**config.mk**
```make
export PLATFORM = sky130hd
export DESIGN_NAME = ikascc_bus_sequencer
export DESIGN_NICKNAME = d
export VERILOG_FILES = /design/src/rtl/ikascc_bus_sequencer.sv
export SDC_FILE = /design/constraint.sdc
export NUM_CORES = 1
export LEC_CHECK = 0
export CORE_AREA = 2 2 79 81
export CTS_BUF_LIST = sky130_fd_sc_hd__clkbuf_8 sky130_fd_sc_hd__clkbuf_16
export CTS_CLUSTER_SIZE = 12
export DETAILED_ROUTE_END_ITERATION = 7
export DIE_AREA = 0 0 81 83
export PLACE_DENSITY = 0.87
export SYNTH_ARGS = -nofsm -noshare
export SYNTH_HDL_FRONTEND = slang
export SYNTH_SLANG_ARGS = --single-unit
```
**constraint.sdc**
```tcl
create_clock -name i_EMUCLK -period 2.1 [get_ports i_EMUCLK]
set_input_delay 0.315 -clock i_EMUCLK [delete_from_list [all_inputs] [get_ports i_EMUCLK]]
set_output_delay 0.315 -clock i_EMUCLK [all_outputs]
set_load 0.1 [all_outputs]
```
**src/rtl/ikascc_bus_sequencer.sv**
```systemverilog
// ikascc_bus_sequencer: two-port arbiter and bus-cycle generator for IKASCC.
// Ports: i_EMUCLK/i_RST clock+async reset, i_MCLK_PCEN_n tick enable,
//   i_REQ/i_WE/i_ADDR0/1/i_WDATA0/1 requester side, o_ACK/o_RDATA/o_BUSY status,
//   o_CS_n/o_RD_n/o_WR_n/o_AB/o_DB/o_DB_OE/i_DB slave bus side.
module ikascc_bus_sequencer #(
   parameter int unsigned STROBE_CYC = 2,
   parameter bit          RR         = 1'b1
) (
   input  logic        i_EMUCLK,
   input  logic        i_RST,
   input  logic        i_MCLK_PCEN_n,
   input  logic [1:0]  i_REQ,
   input  logic [1:0]  i_WE,
   input  logic [15:0] i_ADDR0,
   input  logic [15:0] i_ADDR1,
   input  logic [7:0]  i_WDATA0,
   input  logic [7:0]  i_WDATA1,
   output logic [1:0]  o_ACK,
   output logic [7:0]  o_RDATA,
   output logic        o_BUSY,
   output logic        o_CS_n,
   output logic        o_RD_n,
   output logic        o_WR_n,
   output logic [15:0] o_AB,
   output logic [7:0]  o_DB,
   output logic        o_DB_OE,
   input  logic [7:0]  i_DB
);

   typedef enum logic [1:0] {
      ST_IDLE,
      ST_SETUP,
      ST_ACTIVE,
      ST_RECOVER
   } state_t;

   localparam logic [3:0] LP_LAST = 4'(STROBE_CYC - 1);

   state_t      r_state;
   logic [3:0]  r_cnt;
   logic        r_port;
   logic        r_we;
   logic        r_ptr;

   logic        w_tick;
   logic [1:0]  w_mask;
   logic [1:0]  w_req;
   logic        w_gnt;
   logic        w_accept;
   logic [15:0] w_addr;
   logic [7:0]  w_wdata;
   logic        w_we;

   assign w_tick = ~i_MCLK_PCEN_n;

   // The port being acked on a RECOVER tick still shows its old request;
   // hide it so a back-to-back grant never re-serves the same access.
   assign w_mask = (r_state == ST_RECOVER) ?
                   (r_port ? 2'b10 : 2'b01) : 2'b00;
   assign w_req  = i_REQ & ~w_mask;

   // r_ptr is the port preferred on the next tie.
   assign w_gnt = (w_req == 2'b11) ? (RR ? r_ptr : 1'b0) : w_req[1];

   assign w_accept = w_tick && (|w_req) &&
                     ((r_state == ST_IDLE) || (r_state == ST_RECOVER));

   assign w_addr  = w_gnt ? i_ADDR1  : i_ADDR0;
   assign w_wdata = w_gnt ? i_WDATA1 : i_WDATA0;
   assign w_we    = i_WE[w_gnt];

   always_ff @(posedge i_EMUCLK or posedge i_RST) begin
      if (i_RST) begin
         r_state <= ST_IDLE;
         r_cnt   <= '0;
         r_port  <= 1'b0;
         r_we    <= 1'b0;
         r_ptr   <= 1'b0;
         o_ACK   <= '0;
         o_RDATA <= '0;
         o_BUSY  <= 1'b0;
         o_CS_n  <= 1'b1;
         o_RD_n  <= 1'b1;
         o_WR_n  <= 1'b1;
         o_AB    <= '0;
         o_DB    <= '0;
         o_DB_OE <= 1'b0;
      end else begin
         o_ACK <= '0;
         if (w_tick) begin
            unique case (r_state)
               ST_IDLE: begin
               end
               ST_SETUP: begin
                  o_CS_n  <= 1'b0;
                  o_WR_n  <= ~r_we;
                  o_RD_n  <= r_we;
                  r_cnt   <= '0;
                  r_state <= ST_ACTIVE;
               end
               ST_ACTIVE: begin
                  if (r_cnt == LP_LAST) begin
                     if (!r_we) o_RDATA <= i_DB;
                     o_CS_n  <= 1'b1;
                     o_RD_n  <= 1'b1;
                     o_WR_n  <= 1'b1;
                     r_state <= ST_RECOVER;
                  end else begin
                     r_cnt <= r_cnt + 4'd1;
                  end
               end
               ST_RECOVER: begin
                  o_DB_OE       <= 1'b0;
                  o_ACK[r_port] <= 1'b1;
                  o_BUSY        <= 1'b0;
                  r_state       <= ST_IDLE;
               end
            endcase
            // Acceptance overrides the RECOVER exit so cycles chain
            // without an idle tick in between.
            if (w_accept) begin
               r_port  <= w_gnt;
               r_we    <= w_we;
               o_AB    <= w_addr;
               o_DB_OE <= w_we;
               if (w_we) o_DB <= w_wdata;
               if (RR) r_ptr <= ~w_gnt;
               o_BUSY  <= 1'b1;
               r_state <= ST_SETUP;
            end
         end
      end
   end

endmodule

```
==> Word level (Yosys, flattened, before mapping) <==
Index checks and enable logic that the tools add are counted.
{ "word_totals": {"reg_bits": 48, "in_bits": 63, "out_inout_bits": 39} }
{ "op_classes": {"n_addsub": 1, "magnitude_cmp": 3, "eq_ne": 8, "mux": 23, "bitwise_logic": 5, "reduce_logical": 16} }
{ "op_table": {"columns": ["operator", "n"], "rows": [
  ["16-bit two-way mux", 1],
  ["2-bit two-way mux", 6],
  ["3-bit AND reduction", 4],
  ["1-bit two-way mux", 8],
  ["8-bit two-way mux", 1],
  ["4-bit one-hot mux with 2 select lines", 1],
  ["2-bit equality test (second input constant)", 3],
  ["1-bit one-hot mux with 2 select lines", 3],
  ["2-bit one-hot mux with 3 select lines", 1],
  ["4-bit by 1-bit adder with 4-bit output (second input constant)", 1],
  ["4-bit by 1-bit equality test with 1-bit output (second input constant)", 1],
  ["1-bit by 2-bit less-than comparator with 1-bit output (second input constant)", 2],
  ["4-bit two-way mux", 1],
  ["2-bit != test (second input constant)", 2],
  ["2-bit AND reduction", 2],
  ["4-bit AND reduction", 1],
  ["2-bit nonzero test", 2],
  ["4-bit nonzero test", 1],
  ["1-bit logical AND", 3],
  ["3-bit != test (second input constant)", 1],
  ["1-bit inverter", 3],
  ["2-bit AND", 1],
  ["2-bit by 1-bit equality test with 1-bit output (second input constant)", 1],
  ["2-bit zero test", 1],
  ["5 further kinds", 5]
]} }

==> Longest topological paths before layout <==
{ "depth": {"ltp_word": 9, "depth_mapped": 8, "mapped_depth_nobuf": 6} }

==> Least setup slack after synthesis <==
No wires, ideal clock.
{ "synth_path": {"kind": "reg-to-reg", "from": "reg r_state[0]", "to": "reg o_AB[0]", "setup_time_ns": 0.132, "t_arrival_ns": 1.610, "required_time_ns": 1.968, "setup_slack_ns": 0.358, "stages_incl_launch_ff": 7, "path_buffers": 2, "synth_period_minus_slack_ns": 1.742, "path_cell_list": "dfrtp_1 -> ha_1 -> o311ai_1 -> buf_4 -> buf_4 -> mux2i_1 -> o21ai_1"} }
{ "synth_via": {"elab_chain_len": 8} }
{ "synth_lines": {"columns": ["element", "line", "rtl"], "rows": [
  ["start, declared", "39", "state_t r_state;"],
  ["start signal, assigned", "74", "r_state <= ST_IDLE;"],
  ["start signal, assigned", "99", "r_state <= ST_ACTIVE;"],
  ["start signal, assigned", "107", "r_state <= ST_RECOVER;"],
  ["2-bit equality test", "58, 66", null],
  ["2-bit two-way mux", "58", "assign w_mask = (r_state == ST_RECOVER) ?"],
  ["2-bit inverter", "60", "assign w_req = i_REQ & ~w_mask;"],
  ["2-bit AND", "60", null],
  ["2-bit OR reduction", "65", "assign w_accept = w_tick && (|w_req) &&"],
  ["1-bit logical AND (2 in series)", "65", null],
  ["2-bit AND reduction (no line)", null, null],
  ["end signal, assigned", "124", "o_AB <= w_addr;"],
  ["end, declared", "24", "output logic [15:0] o_AB,"]
]} }
Parallel ways exist; a longest one is shown, timed or not.
A chain may end at the register's enable or synchronous reset.

==> Worst setup path after layout <==
{ "layout_path": {"from": "reg r_cnt[1]", "to": "reg o_RDATA[0]"} }
{ "layout_via": {"elab_chain_len": 2} }
{ "layout_lines": {"columns": ["element", "line", "rtl"], "rows": [
  ["start, declared", "40", "logic [3:0] r_cnt;"],
  ["start signal, assigned", "109", "r_cnt <= r_cnt + 4'd1;"],
  ["4-bit by 1-bit equality test with 1-bit output", "102", "if (r_cnt == LP_LAST) begin"],
  ["4-bit AND reduction (no line)", null, null],
  ["end signal, assigned", "103", "if (!r_we) o_RDATA <= i_DB;"],
  ["end, declared", "19", "output logic [7:0] o_RDATA,"]
]} }
No other way between the ends.

==> out/qor.yml <==
timing:
  setup_viol: 0
  timing.final.crit_share_pct: 88.4
  fin_worst_skew_ps: 8.04
  maxSlewViolCount: 0
  setup_tns_ps: 0
  final_hold_viol_count: 0
  period_minus_slack_ps: 1860
  tightest_slew_ps: 578
  slew_headroom_pct: 61.4
  rsz0062_at_grt: "no"
  fmax_mhz: 539
grt:
  grt-ovfl-total: 0
  grt_first_pass_wirelength_mm: 9.01
  grt_pass1_vias: 2052
  grt_max_degree: 34
  antenna_found_initial: 0
  track_usage_pct: 16.9
cts:
  cts_tree: "yes"
  ctsResizeCount: 0
  clkTransAtPathRegs_ps: 90
  clk_path_buf_depth: 2
  root_buffer: "clkbuf_8"
  cts_sinks: 48
  h-tree-depth: 2
  numCtsBuffers: 5
  cts_setup_buffers: 0
  clk_latency_ps: 300
  ctsHoldBuffers: 0
yosys:
  syn_area_mm2: 0.00238
  synthesis.nets: 295
  synth_edf_count: 0
  ys_seq_elements: 48
  yosysSeqAreaShare_pct: 50.5
  synth-main-ff-cell: "dfrtp_1"
  async_reset_ff_share_pct: 100
  synthCells: 226
  syn_avg_cell_area_um2: 10.6
  ys_warn_count: 0
  synthDistinctLibCells: 39
critical_path:
  r2r_start: "r_cnt[1]"
  path_class: "register to register"
  worst_r2r_endpoint: "o_RDATA[0]"
  reg2reg_slack_ps: 240
  path_max_fanout: 8
  cp.required_ps: 2290
  cp.arrival_ps: 2050
  r2r_cells: 6
  setup.worst_path.start_class: "register"
  crit_path_end_kind: "register"
drt:
  dr_total_vias: 2043
  drt_iter0_drc: 144
  wl_mm: 5.54
  via_per_inst: 5.03
  first_pass_iters: 5
  remaining_drc_errors: 0
  drtAntennaViolNets: 0
  wl_per_cell_um: 13.7
die:
  start_util_pct: 41.0
  die_w_um: 81
  pin_count: 102
  core_mm2: 0.00582
  die_area_mm2: 0.00672
  num_rows: 28
  die_h_um: 83
cells_and_area:
  num_antenna_cells: 0
  areaGrowthSynthToFinish_pct: 48.6
  layout-drive-gt1-share_pct: 22.7
  fin_nets: 399
placed_design:
  gp_congestion: 0.819
  io_buffers: 101
  dp_hpwl_mm: 4.30
flow_run:
  maxCapViolations: 0
hold_path:
  hold_class: "input pin to async pin"
status:
  status: "complete, no violations"
cell usage in the layout (no fill, tap or decap), drive strengths merged, types with 5 or more instances in the layout:
cell type and count:
a222oi 8, buf 45, clkbuf 5, clkdlybuf4s50 62, dfrtp 45, ha 6
inv 23, mux2 9, mux2i 19, nand2 28, nand2b 9, nor2 10
o21ai 23, o22ai 9
metrics by stage:
step	setup slack, ps	cells	cell area, um2	utilization [%]	hold WS [ps]
2_1_floorplan	358	226	2380	-	466
3_3_place_gp	106	398	3420	58.9	452
3_5_place_dp	7.37	398	3420	58.9	462
4_1_cts	126	406	3540	60.9	305
5_1_grt	123	406	3540	60.9	324
6_report	243	406	3540	60.9	302
cell usage after synthesis (5+ instances only):
cell / count / area (um2)
o21ai_0: 11 / 55.1
nand2b_1: 9 / 56.3
ha_1: 6 / 75.1
inv_1: 23 / 86.3
clkbuf_1: 5 / 18.8
o22ai_1: 9 / 56.3
a222oi_1: 8 / 80.1
nand2_1: 28 / 105
mux2_2: 8 / 90.1
nor2_1: 9 / 33.8
mux2i_1: 19 / 190
o21ai_1: 11 / 55.1
dfrtp_1: 45 / 1130
registers in the layout, summed over array words and instances (netlist names):
signal / flops
o_AB: 16
o_DB: 8
o_RDATA: 8
r_cnt: 4
o_ACK: 2
r_state: 2
o_BUSY: 1
o_CS_n: 1
o_DB_OE: 1
o_RD_n: 1
o_WR_n: 1
r_port: 1
r_ptr: 1
r_we: 1
cells by family after synthesis:
logic type,count (synthesis),synth area share [%]
flip-flops,48,50.5
AO/OA/AOI/OAI,55,16.5
AND/OR/NAND/NOR,56,11.7
multiplexers,28,12.2
buffers and inverters,33,5.93
adder cells (fa/ha/maj),6,3.15
layout make-up:
| cell class | instances | area [um2] |
|---|---|---|
| fill | 516 | 2270 |
| timing repair buffer | 107 | 983 |
| sequential | 48 | 1200 |
| tap | 75 | 93.8 |
| multi-input combinational | 145 | 1060 |
| clock inverter | 3 | 47.5 |
| clock buffer | 5 | 68.8 |
| inverter | 23 | 86.3 |
layer usage:
layer  track usage (%)  wire (um)  vias up  part of all wire [%]
li1                  -          -     1009                     -
met1              19.3       2200      943                    40
met2              29.7       2840       85                    51
met3              5.11        436        6                   7.9
met4              5.08         68        0                   1.2
met5                 0          0        -                     0
critical path, cell delays in order (launching register included):
cell	delay [ps]
dfrtp_1	420
inv_1	80
ha_1	150
or3b_4	410
nor2_2	130
nand3b_2	210
mux2_2	350
how the worst max path moves through the flow:
stage,start,end,slack (ps),cells past startpoint
global placement,i_REQ[0],o_DB[2],110,6
CTS,r_state[1],o_DB[4],130,6
global route,r_state[1],o_DB[0],120,6
floorplan,r_state[0],o_AB[0],360,6
finish,r_cnt[1],o_RDATA[0],240,6
detailed placement,i_REQ[0],o_DB[6],7,6
Power is left out: the tool's default activity adds up to more than one toggle a clock period on the data nets, which glitch-free logic cannot reach.
